--- config.mk ---
export PLATFORM = sky130hd
export DESIGN_NAME = prewish5k_mask_arbiter
export DESIGN_NICKNAME = d
export VERILOG_FILES = /design/src/rtl/prewish5k_mask_arbiter.sv
export SDC_FILE = /design/constraint.sdc
export NUM_CORES = 1
export LEC_CHECK = 0
export CORE_AREA = 5 5 99 101
export CTS_CLUSTER_DIAMETER = 40
export DETAILED_ROUTE_END_ITERATION = 10
export DIE_AREA = 0 0 104 106
export PLACE_DENSITY = 0.59
export SLEW_MARGIN = 15
export SYNTH_ARGS = -nofsm -noshare
export SYNTH_HDL_FRONTEND = slang
export SYNTH_SLANG_ARGS = --single-unit
--- constraint.sdc ---
create_clock -name CLK_I -period 1.95 [get_ports CLK_I]
set_input_delay 0.195 -clock CLK_I [delete_from_list [all_inputs] [get_ports CLK_I]]
set_output_delay 0.195 -clock CLK_I [all_outputs]
set_load 0.03 [all_outputs]
--- src/rtl/prewish5k_mask_arbiter.sv ---
// prewish5k_mask_arbiter
//   Round-robin arbiter sharing the mentor's single mask-load channel among NREQ
//   requesters. A grant issues a one-cycle strobe with the winner's mask, then a
//   one-cycle ack to the winner, then HOLDOFF+1 cycles of holdoff before the next
//   arbitration. A free-running alive counter drives a heartbeat output.
// Ports
//   CLK_I    system clock
//   RST_I    asynchronous active-high reset
//   REQ_I    level request per requester, held until its own ACK_O is seen
//   DAT_I    mask per requester, slice i = DAT_I[8*i+7:8*i]
//   ACK_O    one-hot one-cycle ack to the granted requester
//   GNT_O    index of the last granted requester
//   STB_O    one-cycle load strobe to the mentor
//   DAT_O    mask to the mentor, stable from strobe until next grant
//   o_alive  MSB of the alive counter
module prewish5k_mask_arbiter #(
   parameter int unsigned NREQ       = 4,
   parameter int unsigned HOLDOFF    = 16,
   parameter int unsigned HOLD_BITS  = 8,
   parameter int unsigned ALIVE_BITS = 22
) (
   input  logic                CLK_I,
   input  logic                RST_I,
   input  logic [NREQ-1:0]     REQ_I,
   input  logic [8*NREQ-1:0]   DAT_I,
   output logic [NREQ-1:0]     ACK_O,
   output logic [2:0]          GNT_O,
   output logic                STB_O,
   output logic [7:0]          DAT_O,
   output logic                o_alive
);

   localparam logic [2:0]           LastInit = 3'(NREQ - 1);
   localparam logic [HOLD_BITS-1:0] HoldInit = HOLD_BITS'(HOLDOFF);

   typedef enum logic [1:0] {StIdle, StIssue, StHold} state_e;

   state_e                state_q, state_d;
   logic [2:0]            last_q, last_d;
   logic [2:0]            gnt_q, gnt_d;
   logic [HOLD_BITS-1:0]  hold_q, hold_d;
   logic [ALIVE_BITS-1:0] alive_q;
   logic                  stb_q, stb_d;
   logic [NREQ-1:0]       ack_q, ack_d;
   logic [7:0]            dat_q, dat_d;

   logic                  hi_found, lo_found, win_any;
   logic [2:0]            hi_idx, lo_idx, win_idx;
   logic [7:0]            dat_sel;
   logic [NREQ-1:0]       ack_onehot;

   // Round-robin pick: lowest requester above the last winner, otherwise the lowest
   // requester at or below it (wrap-around). Descending scan lets the lowest index win.
   always_comb begin
      hi_found = 1'b0;
      hi_idx   = '0;
      lo_found = 1'b0;
      lo_idx   = '0;
      for (int i = NREQ - 1; i >= 0; i--) begin
         if (REQ_I[i]) begin
            if (i > int'(last_q)) begin
               hi_found = 1'b1;
               hi_idx   = 3'(i);
            end else begin
               lo_found = 1'b1;
               lo_idx   = 3'(i);
            end
         end
      end
      win_any = hi_found | lo_found;
      win_idx = hi_found ? hi_idx : lo_idx;
   end

   // Winner's mask slice and the ack vector for the stored winner.
   always_comb begin
      dat_sel    = '0;
      ack_onehot = '0;
      for (int i = 0; i < NREQ; i++) begin
         if (win_idx == 3'(i)) begin
            dat_sel = DAT_I[8*i +: 8];
         end
         ack_onehot[i] = (last_q == 3'(i));
      end
   end

   // State register.
   always_ff @(posedge CLK_I or posedge RST_I) begin
      if (RST_I) begin
         state_q <= StIdle;
      end else begin
         state_q <= state_d;
      end
   end

   // Next-state logic.
   always_comb begin
      state_d = state_q;
      unique case (state_q)
         StIdle:  if (win_any) state_d = StIssue;
         StIssue: state_d = StHold;
         StHold:  if (hold_q == '0) state_d = StIdle;
         default: state_d = StIdle;
      endcase
   end

   // Output and datapath next values.
   always_comb begin
      stb_d  = 1'b0;
      ack_d  = '0;
      dat_d  = dat_q;
      gnt_d  = gnt_q;
      last_d = last_q;
      hold_d = hold_q;
      unique case (state_q)
         StIdle: begin
            if (win_any) begin
               stb_d  = 1'b1;
               dat_d  = dat_sel;
               gnt_d  = win_idx;
               last_d = win_idx;
            end
         end
         StIssue: begin
            ack_d  = ack_onehot;
            hold_d = HoldInit;
         end
         StHold: begin
            if (hold_q != '0) hold_d = hold_q - HOLD_BITS'(1);
         end
         default: ;
      endcase
   end

   // Registered outputs and datapath state.
   always_ff @(posedge CLK_I or posedge RST_I) begin
      if (RST_I) begin
         stb_q   <= 1'b0;
         ack_q   <= '0;
         dat_q   <= '0;
         gnt_q   <= '0;
         last_q  <= LastInit;
         hold_q  <= '0;
         alive_q <= '0;
      end else begin
         stb_q   <= stb_d;
         ack_q   <= ack_d;
         dat_q   <= dat_d;
         gnt_q   <= gnt_d;
         last_q  <= last_d;
         hold_q  <= hold_d;
         alive_q <= alive_q + ALIVE_BITS'(1);
      end
   end

   assign STB_O   = stb_q;
   assign ACK_O   = ack_q;
   assign DAT_O   = dat_q;
   assign GNT_O   = gnt_q;
   assign o_alive = alive_q[ALIVE_BITS-1];

endmodule

=== After elaboration in Yosys (flattened, before gate mapping) ===
Index checks and enable logic that the tools add are counted.

* Output and inout port bits: 17
* Input bits: 38
* Logic and storage cells: 73
* Bits in registers: 51

* Order comparisons: 3
* Reductions and logical operators: 9
* Add/sub/neg operators: 2
* Multiplexer cells: 39
* Bitwise operators: 1
* Eq/ne operators: 11

{| class="wikitable"
|+ Operators with widths
! operator !! number
|-
| 2-to-1 mux 8 bit || 5
|-
| 2-to-1 mux 3 bit || 10
|-
| adder 22 x 1 -> 22 bit (second input constant) || 1
|-
| case mux 8 bit (2 select lines) || 1
|-
| 2-to-1 mux 1 bit || 15
|-
| == test 3 x 2 -> 1 bit (second input constant) || 4
|-
| 2-to-1 mux 2 bit || 6
|-
| logical NOT 8 bit || 1
|-
| nonzero test 8 bit || 1
|-
| subtractor 8 x 1 -> 8 bit (second input constant) || 1
|-
| == test 3 x 1 -> 1 bit (second input constant) || 2
|-
| > comparator 2 x 3 -> 1 bit (first input constant) || 2
|-
| logical NOT 3 bit || 2
|-
| != test 2 bit (second input constant) || 3
|-
| case mux 2 bit (3 select lines) || 1
|-
| AND reduction 2 bit || 3
|-
| 2-to-1 mux 4 bit || 1
|-
| > comparator 1 x 3 -> 1 bit (first input constant) || 1
|-
| == test 2 x 1 -> 1 bit (second input constant) || 1
|-
| == test 2 bit (second input constant) || 1
|-
| logical NOT 2 bit || 1
|-
| nonzero test 2 bit || 1
|-
| OR 1 bit || 1
|}

=== Logic depth before layout (Yosys ltp) ===
* Depth after elaboration: 14
* Gate-level depth with buffers: 7

=== Worst setup path after synthesis ===
No wires, ideal clock.

* Kind: register to register
* Start: reg hold_q[0]
* End: reg hold_q[4]
* Clock period less this slack: 1.720 ns
* Data required time: 1.871 ns
* Cell stages (with the launch flop): 7
* Slack: 0.230 ns
* Arrival time: 1.640 ns
* Cells stage by stage: dfrtp_1 inv_1 ha_1 or4b_1 o211ai_1 or3_1 mux2i_1

* Longest elaborated chain between the ends: 3
* Elaborated cells on any way between the ends: 6
* Classes of those cells: add/sub: 1; eq/ne: 1; mux: 2; reduce/logical: 2

{| class="wikitable"
|+ Ends and longest elaborated chain
! item !! line !! source
|-
| start, declared || 41 || <nowiki>logic [HOLD_BITS-1:0] hold_q, hold_d;</nowiki>
|-
| start signal, assigned || 150 || <nowiki>hold_q <= hold_d;</nowiki>
|-
| subtractor 8 x 1 -> 8 bit / nonzero test 8 bit (equally long branches) || 128 || <nowiki>if (hold_q != '0) hold_d = hold_q - HOLD_BITS'(1);</nowiki>
|-
| 2-to-1 mux 8 bit / != test 2 bit (equally long branches) || -- ||
|-
| case mux 8 bit (2 select lines) / AND reduction 2 bit (equally long branches) || -- ||
|}

Parallel ways exist; a longest one is shown, timed or not. The select of a mux whose other input is x is not followed.
A chain may end at the register's enable or synchronous reset.

=== Worst setup path in the final report ===
Same ends and word-level chain as after synthesis.

==> results_dict.tcl <==
set metrics [dict create \
    p_leak_nw 1.44 \
    regArea_mm2 0.00123 \
    crit_fanout 5 \
    fin_area_mm2 0.00342 \
    clock_sinks 49 \
    start_util_pct 28.7 \
    synth_most_common_cell "dfrtp_1" \
    grt-ovfl-total 0 \
    finalSetupTns_ps 0 \
    intPower_mw 2.39 \
    ant_nets 0 \
    layout_min_cycle_time_ps 1820 \
    numCtsBuffers 5 \
    numPortBuffers 53 \
    layout.nets 358 \
    crit_arrival_ps 2050 \
    slew_violations 0 \
    yosys_warnings 0 \
    io_pins 55 \
    cts_buffer_depth 2 \
    place_congestion 0.769 \
    combPwrFrac_pct 48.0 \
    multi_input_area_mm2 0.00125 \
    hold_buffers 0 \
    ir_worst_vdd_mv 0.456 \
    synth_nets 290 \
    clockPowerShare_pct 14.9 \
    avgSynthCellArea_um2 10.3 \
    grt_usage_pct 11.3 \
    clock.fmax_mhz 549 \
    dr.pass1.iters 4 \
    dr_total_vias 2106 \
    die_area_mm2 0.0110 \
    grt_pass1_vias 2139 \
    crit_start "hold_q[0]" \
    power.density_mw_per_mm2 1180 \
    dpl.hpwl_um 4520 \
    netlist_top_cells_count "47 x dfrtp_1, 24 x nand2_1, 16 x nor2_1" \
    sw_frac_of_total_pct 41.1 \
    synthTopCellsByArea "dfrtp_1 46%, xor2_1 4.4%, xnor2_1 3.8%" \
    ys_seq_area_share_pct 48.0 \
    cp-end-kind "flop" \
    worstSetupPathType "flop to flop" \
    synth_top_area_share_pct 45.9 \
    drt_iter0_markers 81 \
    final_layout_size_suffix_gt1_share_pct 12.6 \
    avgRoutedWirePerCell_um 14.5 \
    antenna_found_initial 0 \
    place_area_mm2 0.00329 \
    layout.cells.non_filler 429 \
    syn_inst 249 \
    ys_seq_elements 49 \
    die_h_um 106 \
    insertion_delay_ps 300 \
    cp-start-kind "flop" \
    htree_levels 2 \
    coreArea_mm2 0.00893 \
    finalSetupViolCount 0 \
    cts_tree "done" \
    grt_setup_unrepaired "no" \
    period_share_pct 93.5 \
    yosysUniqueCellTypes 51 \
    ys.flop_type "dfrtp_1" \
    numPlacedInstances 416 \
    hold_viol 0 \
    drv_cap 0 \
    grt_pass1_wl_um 10500 \
    required_ps 2170 \
    synth_edf_count 0 \
    setup_ws_ps 127 \
    p_seq_share_pct 37.1 \
    dieWidth_um 104 \
    syn-cell-area_mm2 0.00256 \
    switchingPower_mw 1.66 \
    routed_wl_um 6220 \
    nFillCells 940 \
    min_path_type "primary input to async pin" \
    fin_skew_ps 12.0 \
    power_mw 4.05 \
    drc 0 \
    antennaDiodeCount 0 \
    rows 35 \
    outcome "completed" \
    dp_slack_ps -27.8 \
    grt_max_degree 50 \
    regToRegStartpoint "hold_q[0]" \
    area_growth_pct 33.5 \
    synthArstFlopShare_pct 100 \
    drt-vias-per-instance 4.91 \
    root_buffer "clkbuf_8" \
    cts.reportedPaths.clkPinSlew_ps 100 \
    yosys.area.top_type "dfrtp_1" \
]
==> flip-flops by register name, indices dropped and copies added, names as in the netlist <==
register	cells
DAT_O	8
hold_q	8
state_q	2
alive_q	22
GNT_O	2
last_q	2
ACK_O	4
STB_O	1
==> worst max-delay path: stages, from the launching register on <==
cell      delay [ps]
dfrtp_1          420
inv_1             90
ha_1             140
or4b_4           500
o211ai_1         260
or3_1            160
mux2i_1          180
==> cells in the final DEF (no fill, tap or decap), drive strengths merged, types with 9 or more instances in the layout <==
master	Yosys	final
nor2b	12	12
xnor2	11	11
nand2	25	25
buf	9	17
o221ai	9	9
dfrtp	47	47
xor2	13	13
nor2	16	16
o31ai	9	9
inv	10	11
clkdlybuf4s50	0	53
==> path summary, 6_finish.rpt <==
check,slack (ps),cells past startpoint,endpoint
max,130,6,hold_q[4]
min in group CLK_I,460,3,DAT_O[6]
min reg2reg,470,1,alive_q[21]
min,250,3,alive_q[21]
max reg2reg,130,6,hold_q[4]
max in group asynchronous,1420,3,last_q[1]
==> final cells by class <==
cell class / instances / share of cell area, %
flip-flops and latches: 49 / 35.9
multi-input cells: 181 / 36.6
well taps: 111 / 4.06
clock inverters: 3 / 0.622
repair buffers: 70 / 19.6
inverters: 10 / 1.10
clock buffers: 5 / 2.01
==> per-layer routing <==
layer  global-route usage [%]  part of all wire [%]  up-vias
li1                         -                     -     1038
met1                     15.6                    48      999
met2                     17.1                    43       67
met3                     3.58                   7.5        2
met4                     2.78                  0.60        0
met5                        0                     0        -
==> per-stage QoR <==
step,util [%],hold slack [ps]
floorplan,-,343
global placement,36.8,458
detailed placement,36.8,462
CTS,37.8,264
global route,38.3,285
finish,38.3,252
==> timing repair <==
item                       CTS  global route
setup buffers                0             5
setup endpoints to repair    0            11
resized for setup            0             1
==> power by group through the flow <==
| stage | Combinational [mW] | Sequential, mW | Clock [mW] |
|---|---|---|---|
| 6_report | 1.94 | 1.50 | 0.604 |
| 5_1_grt | 2.13 | 1.54 | 0.670 |
| 3_5_place_dp | 1.84 | 1.54 | 0 |
| 4_1_cts | 1.85 | 1.52 | 0.629 |
| 2_1_floorplan | 1.00 | 1.69 | 0 |
| 3_3_place_gp | 1.82 | 1.54 | 0 |
==> cell families after synthesis <==
group / Yosys count / synth area share [%]
other: 1 / 0.146
AOI/OAI and AO/OA: 60 / 18.0
adders and majority gates: 3 / 1.47
muxes: 2 / 0.782
DFF: 49 / 48.0
xor gates and xnor gates: 24 / 8.21
buffers and inverters: 19 / 3.27
and+or+nand+nor: 91 / 20.1
Power figures use the tool's default switching activity.
